## config.mk

```make
export PLATFORM = sky130hd
export DESIGN_NAME = mul_result_bcd
export DESIGN_NICKNAME = d
export VERILOG_FILES = /design/src/rtl/mul_pkg.sv /design/src/rtl/bcd_add3.sv /design/src/rtl/mul_result_bcd.sv
export SDC_FILE = /design/constraint.sdc
export NUM_CORES = 1
export LEC_CHECK = 0
export ABC_AREA = 0
export CAP_MARGIN = 25
export CORE_MARGIN = 2
export CORE_UTILIZATION = 45
export CTS_BUF_LIST = sky130_fd_sc_hd__clkbuf_4
export CTS_CLUSTER_SIZE = 40
export DETAILED_ROUTE_END_ITERATION = 8
export GPL_ROUTABILITY_DRIVEN = 1
export GPL_TIMING_DRIVEN = 0
export PLACE_DENSITY = 0.7
export SLEW_MARGIN = 30
export SYNTH_ARGS = -nofsm -noshare
export SYNTH_HDL_FRONTEND = slang
export SYNTH_SLANG_ARGS = --single-unit
```

## constraint.sdc

```tcl
create_clock -name clk -period 1.83 [get_ports clk]
set_input_delay 0.549 -clock clk [delete_from_list [all_inputs] [get_ports clk]]
set_output_delay 0.549 -clock clk [all_outputs]
set_load 0.005 [all_outputs]
```

## src/rtl/mul_pkg.sv

```systemverilog
// Shared constants and state encoding for the multiplier result / BCD readout path.
package mul_pkg;

    localparam int unsigned MUL_W      = 16;
    localparam int unsigned BCD_DIGITS = 5;

    typedef enum logic [1:0] {
        StIdle  = 2'd0,
        StShift = 2'd1,
        StFin   = 2'd2
    } state_e;

    localparam logic [3:0] BLANK_NIBBLE = 4'hF;

endpackage

```

## src/rtl/bcd_add3.sv

```systemverilog
// Double-dabble correction cell: a digit of 5 or more gets +3 before the next shift.
module bcd_add3 (
    input  logic [3:0] din,
    output logic [3:0] dout
);

    assign dout = (din >= 4'd5) ? din + 4'd3 : din;

endmodule

```

## src/rtl/mul_result_bcd.sv

```systemverilog
// Captures the multiplier product on a start strobe and converts it to packed BCD,
// one double-dabble shift per clock. Define BCD_LZB_EN for leading-zero blanking.
module mul_result_bcd
    import mul_pkg::*;
#(
    parameter int unsigned WIDTH  = MUL_W,
    parameter int unsigned DIGITS = BCD_DIGITS
) (
    input  logic                  clk,
    input  logic                  rst,
    input  logic                  st,
    input  logic [WIDTH-1:0]      bin,
    output logic [4*DIGITS-1:0]   bcd,
    output logic                  busy,
    output logic                  done,
    output logic                  valid
);

    localparam int unsigned CntW = $clog2(WIDTH);
    localparam int unsigned SW   = 4 * DIGITS;

    state_e          state_q, state_d;
    logic [WIDTH-1:0] shreg_q;
    logic [SW-1:0]   scratch_q, scratch_adj, bcd_q, bcd_load;
    logic [CntW-1:0] cnt_q;
    logic            busy_q, done_q, valid_q;
    logic            start, shift_en, fin, last_shift;

    for (genvar g = 0; g < int'(DIGITS); g++) begin : g_add3
        bcd_add3 u_add3 (
            .din  (scratch_q[4*g +: 4]),
            .dout (scratch_adj[4*g +: 4])
        );
    end

    assign last_shift = (cnt_q == CntW'(WIDTH - 1));

    always_ff @(posedge clk or negedge rst) begin
        if (!rst) begin
            state_q <= StIdle;
        end else begin
            state_q <= state_d;
        end
    end

    always_comb begin
        state_d = state_q;
        unique case (state_q)
            StIdle:  if (st) state_d = StShift;
            StShift: if (last_shift) state_d = StFin;
            StFin:   state_d = StIdle;
            default: state_d = StIdle;
        endcase
    end

    always_comb begin
        start    = (state_q == StIdle) && st;
        shift_en = (state_q == StShift);
        fin      = (state_q == StFin);
        bcd      = bcd_q;
        busy     = busy_q;
        done     = done_q;
        valid    = valid_q;
    end

`ifdef BCD_LZB_EN
    logic lead;

    // Blank every digit above the most-significant nonzero one; units always shown.
    always_comb begin
        bcd_load = scratch_q;
        lead     = 1'b1;
        for (int i = int'(DIGITS) - 1; i > 0; i--) begin
            if (lead && (scratch_q[4*i +: 4] == 4'd0)) begin
                bcd_load[4*i +: 4] = BLANK_NIBBLE;
            end else begin
                lead = 1'b0;
            end
        end
    end
`else
    assign bcd_load = scratch_q;
`endif

    always_ff @(posedge clk or negedge rst) begin
        if (!rst) begin
            shreg_q   <= '0;
            scratch_q <= '0;
            cnt_q     <= '0;
            bcd_q     <= '0;
            busy_q    <= 1'b0;
            done_q    <= 1'b0;
            valid_q   <= 1'b0;
        end else begin
            done_q <= 1'b0;
            if (start) begin
                shreg_q   <= bin;
                scratch_q <= '0;
                cnt_q     <= '0;
                busy_q    <= 1'b1;
            end else if (shift_en) begin
                {scratch_q, shreg_q} <= {scratch_adj[SW-2:0], shreg_q, 1'b0};
                cnt_q                <= cnt_q + 1'b1;
            end else if (fin) begin
                bcd_q   <= bcd_load;
                done_q  <= 1'b1;
                valid_q <= 1'b1;
                busy_q  <= 1'b0;
            end
        end
    end

endmodule
```

==> results.py, run 1 <==
metrics = {
    "status": {
        "outcome": "finished, violations left",
        "failing_checks": "DRC",
    },
    "sta": {
        "worst-slew-pin-transition_ps": 472,
        "layout_min_cycle_time_ps": 1730,
        "finalMaxSlewViolations": 0,
        "relSlewSlack_pct": 68.5,
        "final.period_utilization_pct": 94.5,
        "tns_ps": 0,
        "hold_viol": 0,
        "timing.final.setup_violations": 0,
        "whs_ps": 18.1,
        "maxClockFrequency_ghz": 0.578,
        "setup_repair_after_global_routing_missed_its_margin": "no",
        "timing.clock.skew_ps": 11.1,
    },
    "run": {
        "maxCapViolCount": 0,
    },
    "floorplan": {
        "start_util_pct": 46.9,
        "die-width_um": 85.8,
        "die_h_um": 85.8,
        "num_io_pins": 42,
        "row_count": 29,
        "core_um2": 6420,
        "dieArea_um2": 7360,
    },
    "yosys": {
        "instance_count_of_the_mapped_netlist": 280,
        "post_synthesis_sequential_area_ratio_pct": 54.0,
        "netlist-cell-type-count": 32,
        "synth-seq-cells": 65,
        "synth_fp_nets": 310,
        "post_synth_instance_area_um2": 3010,
        "syn-mean-instance-area_um2": 10.8,
        "yosysWarnings": 0,
    },
    "critical_path": {
        "timing.reg2reg.worst_path_depth": 6,
        "critical_path.reg2reg.endpoint": "bcd_load[1]",
        "cp_data_required_time_ps": 2130,
        "setup.worst_path.end_class": "flip-flop",
        "crit_type": "in -> reg",
        "reg_to_reg_startpoint": "bcd_load[1]",
        "cp.arrival_ps": 2030,
        "setup.worst_path.start_class": "primary input",
        "setup.worst_path.start": "st",
        "critical_path_peak_fanout": 10,
        "reg2reg_slack_ps": 270,
    },
    "route": {
        "finalWirelength_um": 6480,
        "route.detailed.wl_per_inst_um": 15.4,
        "first_pass_iters": 8,
        "avgViaCountPerCell": 5.63,
        "drt_iter0_drc": 166,
        "drt.antenna.violating_nets": 0,
        "num_vias": 2364,
        "drt_drc_violations_left": 4,
    },
    "cts": {
        "clk-insertion-delay-late_ps": 420,
        "cts_inserted_buffers": 9,
        "cts-root-to-sink-buffers": 2,
        "clock-root-buffer": "sky130_fd_sc_hd__clkbuf_4",
        "clock_transition_at_path_regs_ps": 100,
        "cts_tree": "built",
        "numClockSinks": 65,
        "cts-hold-fix-buffers": 0,
        "cts.htree.levels": 3,
    },
    "global_routing": {
        "grt.total_usage_pct": 19.0,
        "pin_count_of_the_biggest_net_entering_global_routing": 45,
        "number_of_antenna_violations_at_the_first_check_in_global_routing": 0,
        "grt_pass1_vias": 2274,
        "grt-ovfl-total": 0,
        "first_pass_grt_wire_length_um": 10900,
    },
    "final_layout": {
        "drive_gt1_share_pct": 12.8,
        "area_growth_pct": 22.2,
        "layout_common_cells": "65 x sky130_fd_sc_hd__dfrtp_1, 29 x sky130_fd_sc_hd__o21ai_0, 21 x sky130_fd_sc_hd__a21oi_1, 19 x sky130_fd_sc_hd__nand2_1",
        "final_core_utilization_pct": 57.3,
        "diodes": 0,
        "fin_nets": 369,
        "final_cells": 420,
        "mostFrequentLayoutCell": "sky130_fd_sc_hd__dfrtp_1",
    },
    "power": {
        "power.leakage_uw": 0.00181,
        "powerDensity_nw_per_um2": 1550,
        "vdd_drop_max_mv": 0.734,
    },
    "placement": {
        "placed_cells": 399,
        "place.gp.congestion": 0.797,
        "hpwlAfterDp_um": 4320,
        "port_buffers": 41,
    },
    "hold_path": {
        "min_path_type": "in -> async",
    },
}
-- logic make-up (layout without fill, tap and decap cells) --
kind of cell | count (synthesis) | in the layout | share of synthesized area [%]
AO/OA/AOI/OAI | 97 | 97 | 20.4
XOR/XNOR | 8 | 8 | 2.33
adder cells (fa/ha/maj) | 11 | 11 | 4.57
buffers and inverters | 27 | 90 | 4.03
flip-flops | 65 | 65 | 54.0
multiplexers | 11 | 11 | 4.11
AND/OR/NAND/NOR | 61 | 61 | 10.5
-- repair_timing --
item,in CTS,in global routing
gates resized for setup,17,7
buffers inserted,5,1
setup endpoints to repair,19,14
-- through the flow --
step | area (µm²) | setup slack (ps) | total power [µW]
floorplan | 3010 | 489 | 4070
global placement | 3520 | -1950 | 4920
detailed placement | 3540 | -364 | 5030
CTS | 3650 | 0.571 | 5760
global route | 3680 | 45.5 | 6230
finish | 3680 | 100 | 5720
-- layout make-up --
class,instances,area [µm²]
well taps,77,96.3
repair buffers,48,474
multi-input cells,188,1270
flip-flops and latches,65,1630
clock buffers,9,67.6
plain buffers,16,80.1
inverters,11,41.3
fillers,593,2740
clock inverters,6,26.3
-- how the worst max path moves through the flow --
stage / endpoint / slack, ps
5_1_grt: bcd_load[18] / 50
2_1_floorplan: bcd_load[9] / 490
6_report: cnt_q[2] / 100
4_1_cts: bcd[8] / 0.6
3_3_place_gp: shreg_q[10] / -1950
3_5_place_dp: bcd_load[16] / -360
-- report_power, final --
part / internal [µW] / switching [µW] / total [µW]
Combinational: 1230 / 1310 / 2540
Sequential: 2010 / 414 / 2420
Clock: 251 / 506 / 757
-- critical path: stages --
cell and delay (ps):
sky130_fd_sc_hd__clkdlybuf4s50_1 660, sky130_fd_sc_hd__nor2_1 130, sky130_fd_sc_hd__or2_1 240, sky130_fd_sc_hd__buf_4 190, sky130_fd_sc_hd__a22o_1 250
-- sequential cells by signal (all words and copies together) (netlist names) --
| register | count |
|---|---|
| cnt_q | 4 |
| done | 1 |
| state_q | 2 |
| bcd | 20 |
| bcd_load | 20 |
| busy | 1 |
| shreg_q | 16 |
| valid | 1 |
-- synthesized netlist by cell type --
cell / number / area (µm²)
sky130_fd_sc_hd__nor3b_1: 1 / 7.51
sky130_fd_sc_hd__nand3_1: 7 / 35.0
sky130_fd_sc_hd__ha_1: 11 / 138
sky130_fd_sc_hd__o22ai_1: 6 / 37.5
sky130_fd_sc_hd__o21ai_0: 29 / 145
sky130_fd_sc_hd__a32o_1: 5 / 50.1
sky130_fd_sc_hd__inv_1: 11 / 41.3
sky130_fd_sc_hd__or2_1: 1 / 6.26
sky130_fd_sc_hd__o32ai_1: 3 / 26.3
sky130_fd_sc_hd__nand2_1: 19 / 71.3
sky130_fd_sc_hd__a22o_1: 3 / 26.3
sky130_fd_sc_hd__o311ai_1: 3 / 26.3
sky130_fd_sc_hd__o21ai_1: 3 / 15.0
sky130_fd_sc_hd__clkbuf_1: 4 / 15.0
sky130_fd_sc_hd__nand2b_1: 8 / 50.1
sky130_fd_sc_hd__a21oi_1: 21 / 105
sky130_fd_sc_hd__buf_2: 10 / 50.1
sky130_fd_sc_hd__a21o_1: 1 / 7.51
sky130_fd_sc_hd__xnor2_1: 5 / 43.8
sky130_fd_sc_hd__nor3_1: 1 / 5.00
sky130_fd_sc_hd__xor2_1: 3 / 26.3
sky130_fd_sc_hd__mux2_2: 11 / 124
sky130_fd_sc_hd__a22oi_1: 15 / 113
sky130_fd_sc_hd__a41oi_1: 1 / 8.76
sky130_fd_sc_hd__nor2_1: 5 / 18.8
sky130_fd_sc_hd__nor2_2: 1 / 6.26
sky130_fd_sc_hd__and2b_1: 2 / 15.0
sky130_fd_sc_hd__buf_4: 2 / 15.0
sky130_fd_sc_hd__o311ai_0: 2 / 17.5
sky130_fd_sc_hd__nor2b_1: 16 / 100
sky130_fd_sc_hd__dfrtp_1: 65 / 1630
sky130_fd_sc_hd__o31ai_1: 5 / 37.5
-- metal layers --
metal	share of wire, %	GRT usage (%)
met5	0	0
met4	1.0	5.77
met3	5.7	6.93
met2	47	30.3
met1	46	24.4
Note: power is estimated with default switching activity, not from simulation.
==> run 2, diff against run 1 <==
--- a/config.mk
+++ b/config.mk
@@ -7,14 +7,16 @@
 export LEC_CHECK = 0
 export ABC_AREA = 0
 export CAP_MARGIN = 25
+export CELL_PAD_IN_SITES_DETAIL_PLACEMENT = 0
+export CELL_PAD_IN_SITES_GLOBAL_PLACEMENT = 2
 export CORE_MARGIN = 2
-export CORE_UTILIZATION = 45
+export CORE_UTILIZATION = 37
 export CTS_BUF_LIST = sky130_fd_sc_hd__clkbuf_4
 export CTS_CLUSTER_SIZE = 40
 export DETAILED_ROUTE_END_ITERATION = 8
 export GPL_ROUTABILITY_DRIVEN = 1
 export GPL_TIMING_DRIVEN = 0
-export PLACE_DENSITY = 0.7
+export PLACE_DENSITY = 0.87
 export SLEW_MARGIN = 30
 export SYNTH_ARGS = -nofsm -noshare
 export SYNTH_HDL_FRONTEND = slang
==> run 2 against run 1 <==
The run now ends clean. Die area rose by 21%. Core utilization is 9.0 points lower. Sequential power is essentially flat. Fmax up 0.80%. Clock skew decreased by 1.5 ps. Global-route usage decreased by 2.9 points. Total power rose by 3.7%. Worst setup slack better by 14 ps. Highest routed layer unchanged. Count of clock-buffer cells in the layout increased by 1. Final cell count grew 7.1%. Critical path type unchanged. Largest cell class unchanged. First-iteration DRC count decreased by 46%. Clock power up 22%.
==> results.py, run 2 (synthesis results as in run 1) <==
metrics = {
    "status": {
        "outcome": "complete, no violations",
    },
    "final_layout": {
        "area_growth_pct": 25.4,
        "drive_gt1_share_pct": 14.4,
        "final_cells": 450,
        "fin_nets": 374,
        "layout_common_cells": "65 x sky130_fd_sc_hd__dfrtp_1, 29 x sky130_fd_sc_hd__o21ai_0, 21 x sky130_fd_sc_hd__a21oi_1, 19 x sky130_fd_sc_hd__nand2_1, 17 x sky130_fd_sc_hd__clkdlybuf4s50_1",
        "mostFrequentLayoutCell": "sky130_fd_sc_hd__dfrtp_1",
        "diodes": 0,
        "design_area_um2": 3770,
    },
    "critical_path": {
        "critical_path.n_buffers_inverters": 2,
        "setup.worst_path.start_class": "primary input",
        "critical_path.max_stage_delay_ps": 670,
        "setup.worst_path.end_class": "flip-flop",
        "crit_type": "in -> reg",
        "critical_path_peak_fanout": 10,
        "crit_path_cell_trace": "clkdlybuf4s50_1, nor2_1, or2_1, buf_4, a22o_1",
        "cpLargestDelayFamily": "buffers and inverters",
        "worst_path_max_delay_cell": "sky130_fd_sc_hd__clkdlybuf4s50_1",
        "cp_data_required_time_ps": 2140,
        "cp.arrival_ps": 2030,
    },
    "route": {
        "num_vias": 2312,
        "drt_drc_violations_left": 0,
        "drt.antenna.violating_nets": 0,
        "avgViaCountPerCell": 5.14,
        "drt_iter0_drc": 90,
        "first_pass_iters": 4,
        "route.detailed.wl_per_inst_um": 14.6,
        "finalWirelength_um": 6590,
    },
    "global_routing": {
        "grt.total_usage_pct": 16.1,
        "pin_count_of_the_biggest_net_entering_global_routing": 35,
        "number_of_antenna_violations_at_the_first_check_in_global_routing": 0,
        "grt-ovfl-total": 0,
        "first_pass_grt_wire_length_um": 10900,
        "grt_pass1_vias": 2226,
    },
    "cts": {
        "cts-hold-fix-buffers": 0,
        "cts_inserted_buffers": 9,
        "cts-root-to-sink-buffers": 2,
        "cts_tree": "built",
        "clock-root-buffer": "sky130_fd_sc_hd__clkbuf_4",
        "clock_transition_at_path_regs_ps": 110,
        "numClockSinks": 65,
        "cts.htree.levels": 3,
        "clk-insertion-delay-late_ps": 420,
    },
    "floorplan": {
        "core_um2": 7810,
        "die_h_um": 94.2,
        "num_io_pins": 42,
        "start_util_pct": 38.6,
        "die-width_um": 94.2,
        "dieArea_um2": 8870,
        "row_count": 32,
    },
    "power": {
        "p_int_uw": 3680,
        "powerDensity_nw_per_um2": 1570,
        "switching_share_pct": 37.8,
        "vdd_drop_max_mv": 0.488,
        "power.leakage_uw": 0.00188,
        "sequentialPowerShare_pct": 40.8,
        "switching_power_uw": 2240,
        "share_of_power_burned_in_combinational_logic_pct": 43.7,
        "clock_power_share_pct": 15.6,
        "fin_total_pwr_uw": 5930,
    },
    "sta": {
        "worst-slew-pin-transition_ps": 439,
        "finalMaxSlewViolations": 0,
        "maxClockFrequency_ghz": 0.583,
        "hold_viol": 0,
        "whs_ps": 58.4,
        "setup_repair_after_global_routing_missed_its_margin": "no",
        "relSlewSlack_pct": 70.7,
        "timing.clock.skew_ps": 9.54,
        "layout_min_cycle_time_ps": 1720,
        "timing.final.setup_violations": 0,
        "tns_ps": 0,
        "final.period_utilization_pct": 93.8,
    },
    "placement": {
        "port_buffers": 41,
        "hpwlAfterDp_um": 4360,
        "placed_cells": 424,
        "placed_area_um2": 3570,
        "place.gp.congestion": 0.753,
    },
    "run": {
        "maxCapViolCount": 0,
    },
    "hold_path": {
        "min_path_type": "in -> async",
    },
}
run 2: changes by cell type in the layout (fill, tap and decap cells not counted), sizes merged:
cell,previous run,this run
buf,20,25
bufinv,0,1
clkbuf,13,14
clkinv,6,4
dlygate4sd2,17,16
dlymetal6s2s,6,7
run 2: through the flow:
stage | util [%] | setup slack [ps]
after floorplan | - | 489
after global placement | 45.4 | -2000
after detailed placement | 45.7 | -384
after CTS | 47.8 | 0.587
after global routing | 48.3 | 3.91
final | 48.3 | 114
run 2: repair_timing:
action | in CTS | in global routing
hold endpoints to repair | 0 | 0
resized for setup | 16 | 8
buffers inserted | 8 | 3
setup endpoints to repair | 20 | 17
run 2: worst reg2reg max path: stages, from the launching register on:
cell	delay, ps
sky130_fd_sc_hd__dfrtp_1	420
sky130_fd_sc_hd__inv_1	160
sky130_fd_sc_hd__ha_1	220
sky130_fd_sc_hd__nand2b_1	60
sky130_fd_sc_hd__a21oi_1	330
sky130_fd_sc_hd__xnor2_1	170
sky130_fd_sc_hd__o22ai_1	80
run 2: power by group through the flow:
stage / Clock, µW / Combinational, µW / Sequential (µW)
2_1_floorplan: 0 / 1700 / 2380
3_3_place_gp: 0 / 2540 / 2440
3_5_place_dp: 0 / 2570 / 2460
4_1_cts: 956 / 2590 / 2420
5_1_grt: 1020 / 2920 / 2500
6_report: 923 / 2590 / 2420
run 2: layout make-up:
class / count / area (µm²)
Sequential cell: 65 / 1630
Timing Repair Buffer: 53 / 508
Fill cell: 754 / 4030
Clock buffer: 10 / 75.1
Multi-Input combinational cell: 188 / 1270
Tap cell: 102 / 128
Buffer: 16 / 80.1
Inverter: 11 / 41.3
Clock inverter: 5 / 47.5
run 2: path summary, 6_finish.rpt:
path                                   from     endpoint  slack, ps  cells past startpoint
worst max-delay path                     st     cnt_q[3]        110                      5
worst max register to register  bcd_load[8]  bcd_load[9]        270                      6
worst min-delay path                    rst      bcd[13]         60                      1
max in group asynchronous               rst   shreg_q[8]       1240                      2
min in group clk                      valid        valid        470                      1
worst min register to register        valid        valid        470                      1
run 2: layer usage:
layer | wire length (µm) | global-route usage [%] | vias up | part of all wire [%]
met3 | 203 | 3.21 | 11 | 3.1
met4 | 127 | 7.25 | 0 | 1.9
met5 | 0 | 0 | - | 0
li1 | - | - | 1137 | -
met2 | 3000 | 25.5 | 40 | 46
met1 | 3250 | 21.3 | 1124 | 49
